## config.mk

```make
export PLATFORM = sky130hd
export DESIGN_NAME = uart_tx_ctrl_flat
export DESIGN_NICKNAME = d
export VERILOG_FILES = /design/src/rtl/uart_tx_ctrl_if.sv /design/src/rtl/uart_tx_ctrl.sv /design/src/flat_wrapper.sv
export SDC_FILE = /design/constraint.sdc
export NUM_CORES = 1
export LEC_CHECK = 0
export CORE_MARGIN = 2
export CORE_UTILIZATION = 26
export DETAILED_ROUTE_END_ITERATION = 10
export GPL_ROUTABILITY_DRIVEN = 0
export PLACE_DENSITY = 0.49
export SYNTH_ARGS = -nofsm -noshare
export SYNTH_HDL_FRONTEND = slang
export SYNTH_SLANG_ARGS = --single-unit
```

## constraint.sdc

```tcl
create_clock -name clk -period 2.2 [get_ports clk]
set_input_delay 0.44 -clock clk [delete_from_list [all_inputs] [get_ports clk]]
set_output_delay 0.44 -clock clk [all_outputs]
set_load 0.03 [all_outputs]
```

## src/rtl/uart_tx_ctrl_if.sv

```systemverilog
// Byte-source / baud-generator / TX-pin bundle for the UART transmit sequencer.
// slave: the controller side. master: the byte source and baud generator side.
interface uart_tx_ctrl_if #(
  parameter int unsigned DATA_BITS = 8
);
  logic                 tx_valid;
  logic [DATA_BITS-1:0] tx_data;
  logic                 tx_ready;
  logic [2:0]           cfg_baud_set;
  logic                 cfg_parity_en;
  logic                 cfg_parity_odd;
  logic                 cfg_two_stop;
  logic                 baud_tick;
  logic                 baud_ena;
  logic [2:0]           baud_set;
  logic                 tx_line;
  logic                 tx_busy;
  logic                 tx_done;
  logic                 tx_err;

  modport master (
    output tx_valid, tx_data, cfg_baud_set, cfg_parity_en, cfg_parity_odd,
           cfg_two_stop, baud_tick,
    input  tx_ready, baud_ena, baud_set, tx_line, tx_busy, tx_done, tx_err
  );

  modport slave (
    input  tx_valid, tx_data, cfg_baud_set, cfg_parity_en, cfg_parity_odd,
           cfg_two_stop, baud_tick,
    output tx_ready, baud_ena, baud_set, tx_line, tx_busy, tx_done, tx_err
  );
endinterface

```

## src/rtl/uart_tx_ctrl.sv

```systemverilog
// UART transmit frame sequencer: accepts a byte plus frame config, enables the
// baud generator, aligns to its tick and shifts out start, data (LSB first),
// optional parity and 1 or 2 stop bits. A watchdog aborts the frame if ticks
// stop arriving.
module uart_tx_ctrl #(
  parameter int unsigned DATA_BITS    = 8,
  parameter logic [2:0]  DEFAULT_BAUD = 3'b011,
  parameter int unsigned TICK_TIMEOUT = 200_000
) (
  input logic            clk,
  input logic            reset_n,
  uart_tx_ctrl_if.slave  bus
);

  typedef enum logic [2:0] {
    S_IDLE,
    S_ALIGN,
    S_START,
    S_DATA,
    S_PARITY,
    S_STOP
  } state_t;

  localparam logic [2:0]  LAST_BIT = 3'(DATA_BITS - 1);
  localparam logic [19:0] WD_LIMIT = 20'(TICK_TIMEOUT - 1);

  state_t               r_state;
  logic [DATA_BITS-1:0] r_shift;
  logic [2:0]           r_bit_cnt;
  logic                 r_stop_cnt;
  logic                 r_par;
  logic                 r_par_en;
  logic                 r_two_stop;
  logic [19:0]          r_wd;
  logic                 r_ready;
  logic                 r_busy;
  logic                 r_ena;
  logic [2:0]           r_baud_set;
  logic                 r_line;
  logic                 r_done;
  logic                 r_err;

  logic                 w_accept;
  logic [2:0]           w_baud_code;
  logic                 w_wd_expired;

  // tx_ready is only high in IDLE, so it doubles as the IDLE qualifier.
  assign w_accept     = r_ready & bus.tx_valid;
  // Codes 110/111 are not valid baud rates; fall back to 9600 Bd.
  assign w_baud_code  = (bus.cfg_baud_set[2:1] == 2'b11) ? 3'b011 : bus.cfg_baud_set;
  assign w_wd_expired = (r_wd == WD_LIMIT);

  assign bus.tx_ready = r_ready;
  assign bus.tx_busy  = r_busy;
  assign bus.baud_ena = r_ena;
  assign bus.baud_set = r_baud_set;
  assign bus.tx_line  = r_line;
  assign bus.tx_done  = r_done;
  assign bus.tx_err   = r_err;

  // Frame sequencer with watchdog; every output is a register.
  always_ff @(posedge clk) begin
    if (!reset_n) begin
      r_state    <= S_IDLE;
      r_shift    <= '0;
      r_bit_cnt  <= '0;
      r_stop_cnt <= 1'b0;
      r_par      <= 1'b0;
      r_par_en   <= 1'b0;
      r_two_stop <= 1'b0;
      r_wd       <= '0;
      r_ready    <= 1'b1;
      r_busy     <= 1'b0;
      r_ena      <= 1'b0;
      r_baud_set <= DEFAULT_BAUD;
      r_line     <= 1'b1;
      r_done     <= 1'b0;
      r_err      <= 1'b0;
    end else begin
      r_done <= 1'b0;
      r_err  <= 1'b0;
      if (r_state == S_IDLE) begin
        if (w_accept) begin
          r_shift    <= bus.tx_data;
          r_par      <= (^bus.tx_data) ^ bus.cfg_parity_odd;
          r_par_en   <= bus.cfg_parity_en;
          r_two_stop <= bus.cfg_two_stop;
          r_baud_set <= w_baud_code;
          r_wd       <= '0;
          r_ready    <= 1'b0;
          r_busy     <= 1'b1;
          r_ena      <= 1'b1;
          r_state    <= S_ALIGN;
        end
      end else if (bus.baud_tick) begin
        // A tick takes priority over a coincident watchdog expiry.
        r_wd <= '0;
        case (r_state)
          S_ALIGN: begin
            r_line  <= 1'b0;
            r_state <= S_START;
          end
          S_START: begin
            r_line    <= r_shift[0];
            r_bit_cnt <= '0;
            r_state   <= S_DATA;
          end
          S_DATA: begin
            if (r_bit_cnt != LAST_BIT) begin
              r_line    <= r_shift[1];
              r_shift   <= r_shift >> 1;
              r_bit_cnt <= r_bit_cnt + 3'd1;
            end else if (r_par_en) begin
              r_line  <= r_par;
              r_state <= S_PARITY;
            end else begin
              r_line     <= 1'b1;
              r_stop_cnt <= 1'b0;
              r_state    <= S_STOP;
            end
          end
          S_PARITY: begin
            r_line     <= 1'b1;
            r_stop_cnt <= 1'b0;
            r_state    <= S_STOP;
          end
          S_STOP: begin
            if (r_two_stop && !r_stop_cnt) begin
              r_stop_cnt <= 1'b1;
            end else begin
              r_done  <= 1'b1;
              r_ena   <= 1'b0;
              r_busy  <= 1'b0;
              r_ready <= 1'b1;
              r_state <= S_IDLE;
            end
          end
          default: r_state <= S_IDLE;
        endcase
      end else if (w_wd_expired) begin
        r_line  <= 1'b1;
        r_ena   <= 1'b0;
        r_busy  <= 1'b0;
        r_ready <= 1'b1;
        r_err   <= 1'b1;
        r_state <= S_IDLE;
      end else begin
        r_wd <= r_wd + 20'd1;
      end
    end
  end

endmodule

```

## src/flat_wrapper.sv

```systemverilog
// flat-port wrapper written by rule: the top's interface ports become plain ports
module uart_tx_ctrl_flat 
#(
  parameter int unsigned DATA_BITS    = 8,
  parameter logic [2:0]  DEFAULT_BAUD = 3'b011,
  parameter int unsigned TICK_TIMEOUT = 200_000
)
  (clk, reset_n, bus_tx_valid, bus_tx_data, bus_cfg_baud_set, bus_cfg_parity_en, bus_cfg_parity_odd, bus_cfg_two_stop, bus_baud_tick, bus_tx_ready, bus_baud_ena, bus_baud_set, bus_tx_line, bus_tx_busy, bus_tx_done, bus_tx_err);
  uart_tx_ctrl_if #(.DATA_BITS(DATA_BITS)) bus_i ();
  input logic clk;
  input logic reset_n;
  input wire logic [$bits(bus_i.tx_valid)-1:0] bus_tx_valid;
  input wire logic [$bits(bus_i.tx_data)-1:0] bus_tx_data;
  input wire logic [$bits(bus_i.cfg_baud_set)-1:0] bus_cfg_baud_set;
  input wire logic [$bits(bus_i.cfg_parity_en)-1:0] bus_cfg_parity_en;
  input wire logic [$bits(bus_i.cfg_parity_odd)-1:0] bus_cfg_parity_odd;
  input wire logic [$bits(bus_i.cfg_two_stop)-1:0] bus_cfg_two_stop;
  input wire logic [$bits(bus_i.baud_tick)-1:0] bus_baud_tick;
  output wire logic [$bits(bus_i.tx_ready)-1:0] bus_tx_ready;
  output wire logic [$bits(bus_i.baud_ena)-1:0] bus_baud_ena;
  output wire logic [$bits(bus_i.baud_set)-1:0] bus_baud_set;
  output wire logic [$bits(bus_i.tx_line)-1:0] bus_tx_line;
  output wire logic [$bits(bus_i.tx_busy)-1:0] bus_tx_busy;
  output wire logic [$bits(bus_i.tx_done)-1:0] bus_tx_done;
  output wire logic [$bits(bus_i.tx_err)-1:0] bus_tx_err;
  assign bus_i.tx_valid = bus_tx_valid;
  assign bus_i.tx_data = bus_tx_data;
  assign bus_i.cfg_baud_set = bus_cfg_baud_set;
  assign bus_i.cfg_parity_en = bus_cfg_parity_en;
  assign bus_i.cfg_parity_odd = bus_cfg_parity_odd;
  assign bus_i.cfg_two_stop = bus_cfg_two_stop;
  assign bus_i.baud_tick = bus_baud_tick;
  assign bus_tx_ready = bus_i.tx_ready;
  assign bus_baud_ena = bus_i.baud_ena;
  assign bus_baud_set = bus_i.baud_set;
  assign bus_tx_line = bus_i.tx_line;
  assign bus_tx_busy = bus_i.tx_busy;
  assign bus_tx_done = bus_i.tx_done;
  assign bus_tx_err = bus_i.tx_err;
  uart_tx_ctrl #(.DATA_BITS(DATA_BITS), .DEFAULT_BAUD(DEFAULT_BAUD), .TICK_TIMEOUT(TICK_TIMEOUT)) u_core (.clk(clk), .reset_n(reset_n), .bus(bus_i));
endmodule
```

==> flow_summary.yaml <==
clock_tree:
  cts_made_buffers: 5
  ctsRootBufferMaster: "clkbuf_8"
  cts_setup_buffers: 0
  cts_max_level: 2
  cts_tree: "built"
  clockBufferDepth: 2
  cts.sink_count: 46
  path_clk_slew_ns: 0.10
  cts_resized: 0
  postCtsHoldBufs: 0
  clk_latency_ns: 0.31
power_and_ir_drop:
  p_per_area_nw_per_um2: 928
  p_clk_share_pct: 28.1
  p_comb_share_pct: 35.2
  power.switching_w: 0.000972
  sw_frac_of_total_pct: 34.7
  peakVddDrop_mv: 0.347
  leakagePower_nw: 1.04
  p_int_w: 0.00183
  pwr-share-seq_pct: 36.7
critical_path:
  crit_slowest_cell: "or4_4"
  arrival_ns: 2.24
  crit_required_ns: 2.42
  cpPeakStageDelay_ns: 0.60
  criticalPathCategory: "reg -> reg"
  cp_max_fo: 5
  crit_path_start_kind: "flip-flop"
  crit_path_cell_trace: "ha_1 -> inv_1 -> or4_4 -> nor2_1 -> o211ai_1 -> a32oi_1"
  critPathCaptureType: "flip-flop"
cells_and_area:
  fin_nets: 355
  stdcell_count: 443
  fillCellCount: 907
  syn_to_final_growth_pct: 27.2
  multiInputGateArea_sq_um: 1370
  regArea_sq_um: 921
  fin_area_sq_um: 3020
  antennaDiodeCount: 0
  layout-drive-gt1-share_pct: 12.5
synth:
  syn_area_per_cell_sq_um: 8.13
  synth-edff-count: 0
  syn_nets: 313
  yosysTopAreaCell: "dfxtp_1"
  synthFlopType: "dfxtp_1"
  synth_seq_cells: 46
  netlist_instances: 292
  yosysSeqAreaShare_pct: 38.8
  synth-warning-count: 0
  synthTopCellsByArea: "dfxtp_1 39%, nand2_1 7.1%, a21oi_1 5.3%"
  synth_area_sq_um: 2370
  synth_cell_types: 54
  synth_top_area_share_pct: 38.8
  synthArstFlopShare_pct: 0
floorplan:
  std_cell_rows: 34
  fp.dieW_um: 99.5
  io_pins: 27
  core_sq_um: 8810
  initial_utilization_pct: 27.0
  die_h_um: 99.5
  dieArea_sq_um: 9910
global_route:
  overflow: 0
  grt_usage_pct: 12.6
  antenna_found_initial: 0
  grt_max_degree: 16
  grt_pass1_wl_mm: 10.0
  grt_pass1_vias: 2083
timing:
  slew-limit-headroom_pct: 62.1
  skew_ns: 0.0131
  tightest_slew_ns: 0.569
  finalMaxSlewViolations: 0
  hold_violations: 0
  finalCritPeriodShare_pct: 91.6
  final-setup-viol-count: 0
  clock.fmax_mhz: 496
  rsz0062_at_grt: "no"
  setup_tns_ns: 0
  fin_crit_ns: 2.01
route:
  post_drt_wl_per_cell_um: 13.5
  ant_nets: 0
  finalWirelength_mm: 5.99
  first_pass_iters: 4
  drc: 0
  vias: 2243
  drt_iter0_markers: 151
  viasPerCell: 5.06
flow_run:
  cap_viol_max_count: 0
run_status:
  status: "finished, final reports clean"
place:
  dpl.hpwl_mm: 4.43
  io_buffers: 26
  place_area_sq_um: 2880
  dp.cells: 435
hold_path:
  min_path_type: "reg -> reg"
## power groups by stage
stage | clock (W) | sequential [W] | combinational, W
final | 0.000786 | 0.00103 | 0.000986
after global placement | 0 | 0.00105 | 0.000983
after global routing | 0.000839 | 0.00104 | 0.00108
after detailed placement | 0 | 0.00105 | 0.000979
after CTS | 0.000810 | 0.00103 | 0.000986
after floorplan | 0 | 0.00106 | 0.000587
## final timing paths
kind | from | to | slack [ns] | cells past startpoint
max | u_core.r_wd[1] | u_core.bus.tx_ready | 0.19 | 6
min | u_core.r_par | u_core.r_par | 0.46 | 2
max reg2reg | u_core.r_wd[1] | u_core.bus.tx_ready | 0.19 | 6
min reg2reg | u_core.r_par | u_core.r_par | 0.46 | 2
## registers in the layout, indices dropped and copies added (netlist names)
register,count
u_core.r_state,3
u_core.r_bit_cnt,3
u_core.r_shift,8
u_core.r_par_en,1
u_core.r_wd,20
u_core.r_two_stop,1
u_core.bus.baud_set,3
u_core.bus.tx_busy,1
u_core.bus.tx_err,1
u_core.bus.tx_line,1
u_core.r_stop_cnt,1
u_core.bus.tx_ready,1
u_core.r_par,1
u_core.bus.tx_done,1
## placed cells by master (no fill, tap or decap), types with 7 or more instances in the layout
master / n
a311oi_1: 7
clkdlybuf4s50_1: 26
nor3_1: 7
xnor2_1: 8
nand2_1: 45
nand3_1: 13
o21ai_0: 9
dfxtp_1: 46
or3_1: 7
a21oi_1: 25
buf_4: 22
nor2_1: 33
## logic make-up (layout without fill, tap and decap cells)
logic type      Yosys count  in the layout  share of synthesized area (%)
simple gates            140            140                           30.3
compound gates           64             64                           18.0
flops                    46             46                           38.8
buf+inv                  20             63                           3.53
xor+xnor                 15             15                           6.11
fa+ha+maj                 4              4                           2.00
mux                       3              3                           1.27
## cell usage after synthesis, types with 6 or more instances
library cell and number:
a21oi_1 25, nand4_1 6, clkbuf_1 8, or3_1 7
nor4_1 6, nand2_1 45, nand3_1 13, o21ai_0 9
xnor2_1 8, inv_1 6, xor2_1 6, nor3_1 7
a311oi_1 7, dfxtp_1 46, nor2_1 33
## metal layers
layer	part of all wire [%]	track usage (%)	vias to the layer above
met3	3.4	2.25	6
met4	1.6	4.43	0
li1	-	-	1139
met1	52	17.5	1057
met5	0	0	-
met2	43	19.6	41
## worst max-delay path: cells and delay by family, from the launching register on
kind                     cells  cell delay (ns)
AO/OA/AOI/OAI                2             0.39
AND/OR/NAND/NOR              2             0.85
adder cells (fa/ha/maj)      1             0.24
flip-flops                   1             0.38
buffers and inverters        1             0.09
## stage by stage
stage / setup WS [ns] / util [%] / hold slack, ns / power, W
global route: 0.0476 / 34.3 / 0.479 / 0.00296
detailed placement: 0.00317 / 32.7 / 0.444 / 0.00203
floorplan: 0.328 / - / 0.427 / 0.00165
global placement: 0.0352 / 32.7 / 0.438 / 0.00203
CTS: 0.169 / 34.3 / 0.458 / 0.00282
finish: 0.185 / 34.3 / 0.458 / 0.00280
## area by class of cell
| class | count | area share [%] |
|---|---|---|
| Tap cell | 108 | 4.48 |
| Inverter | 7 | 0.870 |
| Timing Repair Buffer | 48 | 14.1 |
| Clock inverter | 2 | 1.99 |
| Multi-Input combinational cell | 226 | 45.3 |
| Clock buffer | 6 | 2.74 |
| Sequential cell | 46 | 30.5 |
No activity file was read; power rests on OpenSTA's default activity.
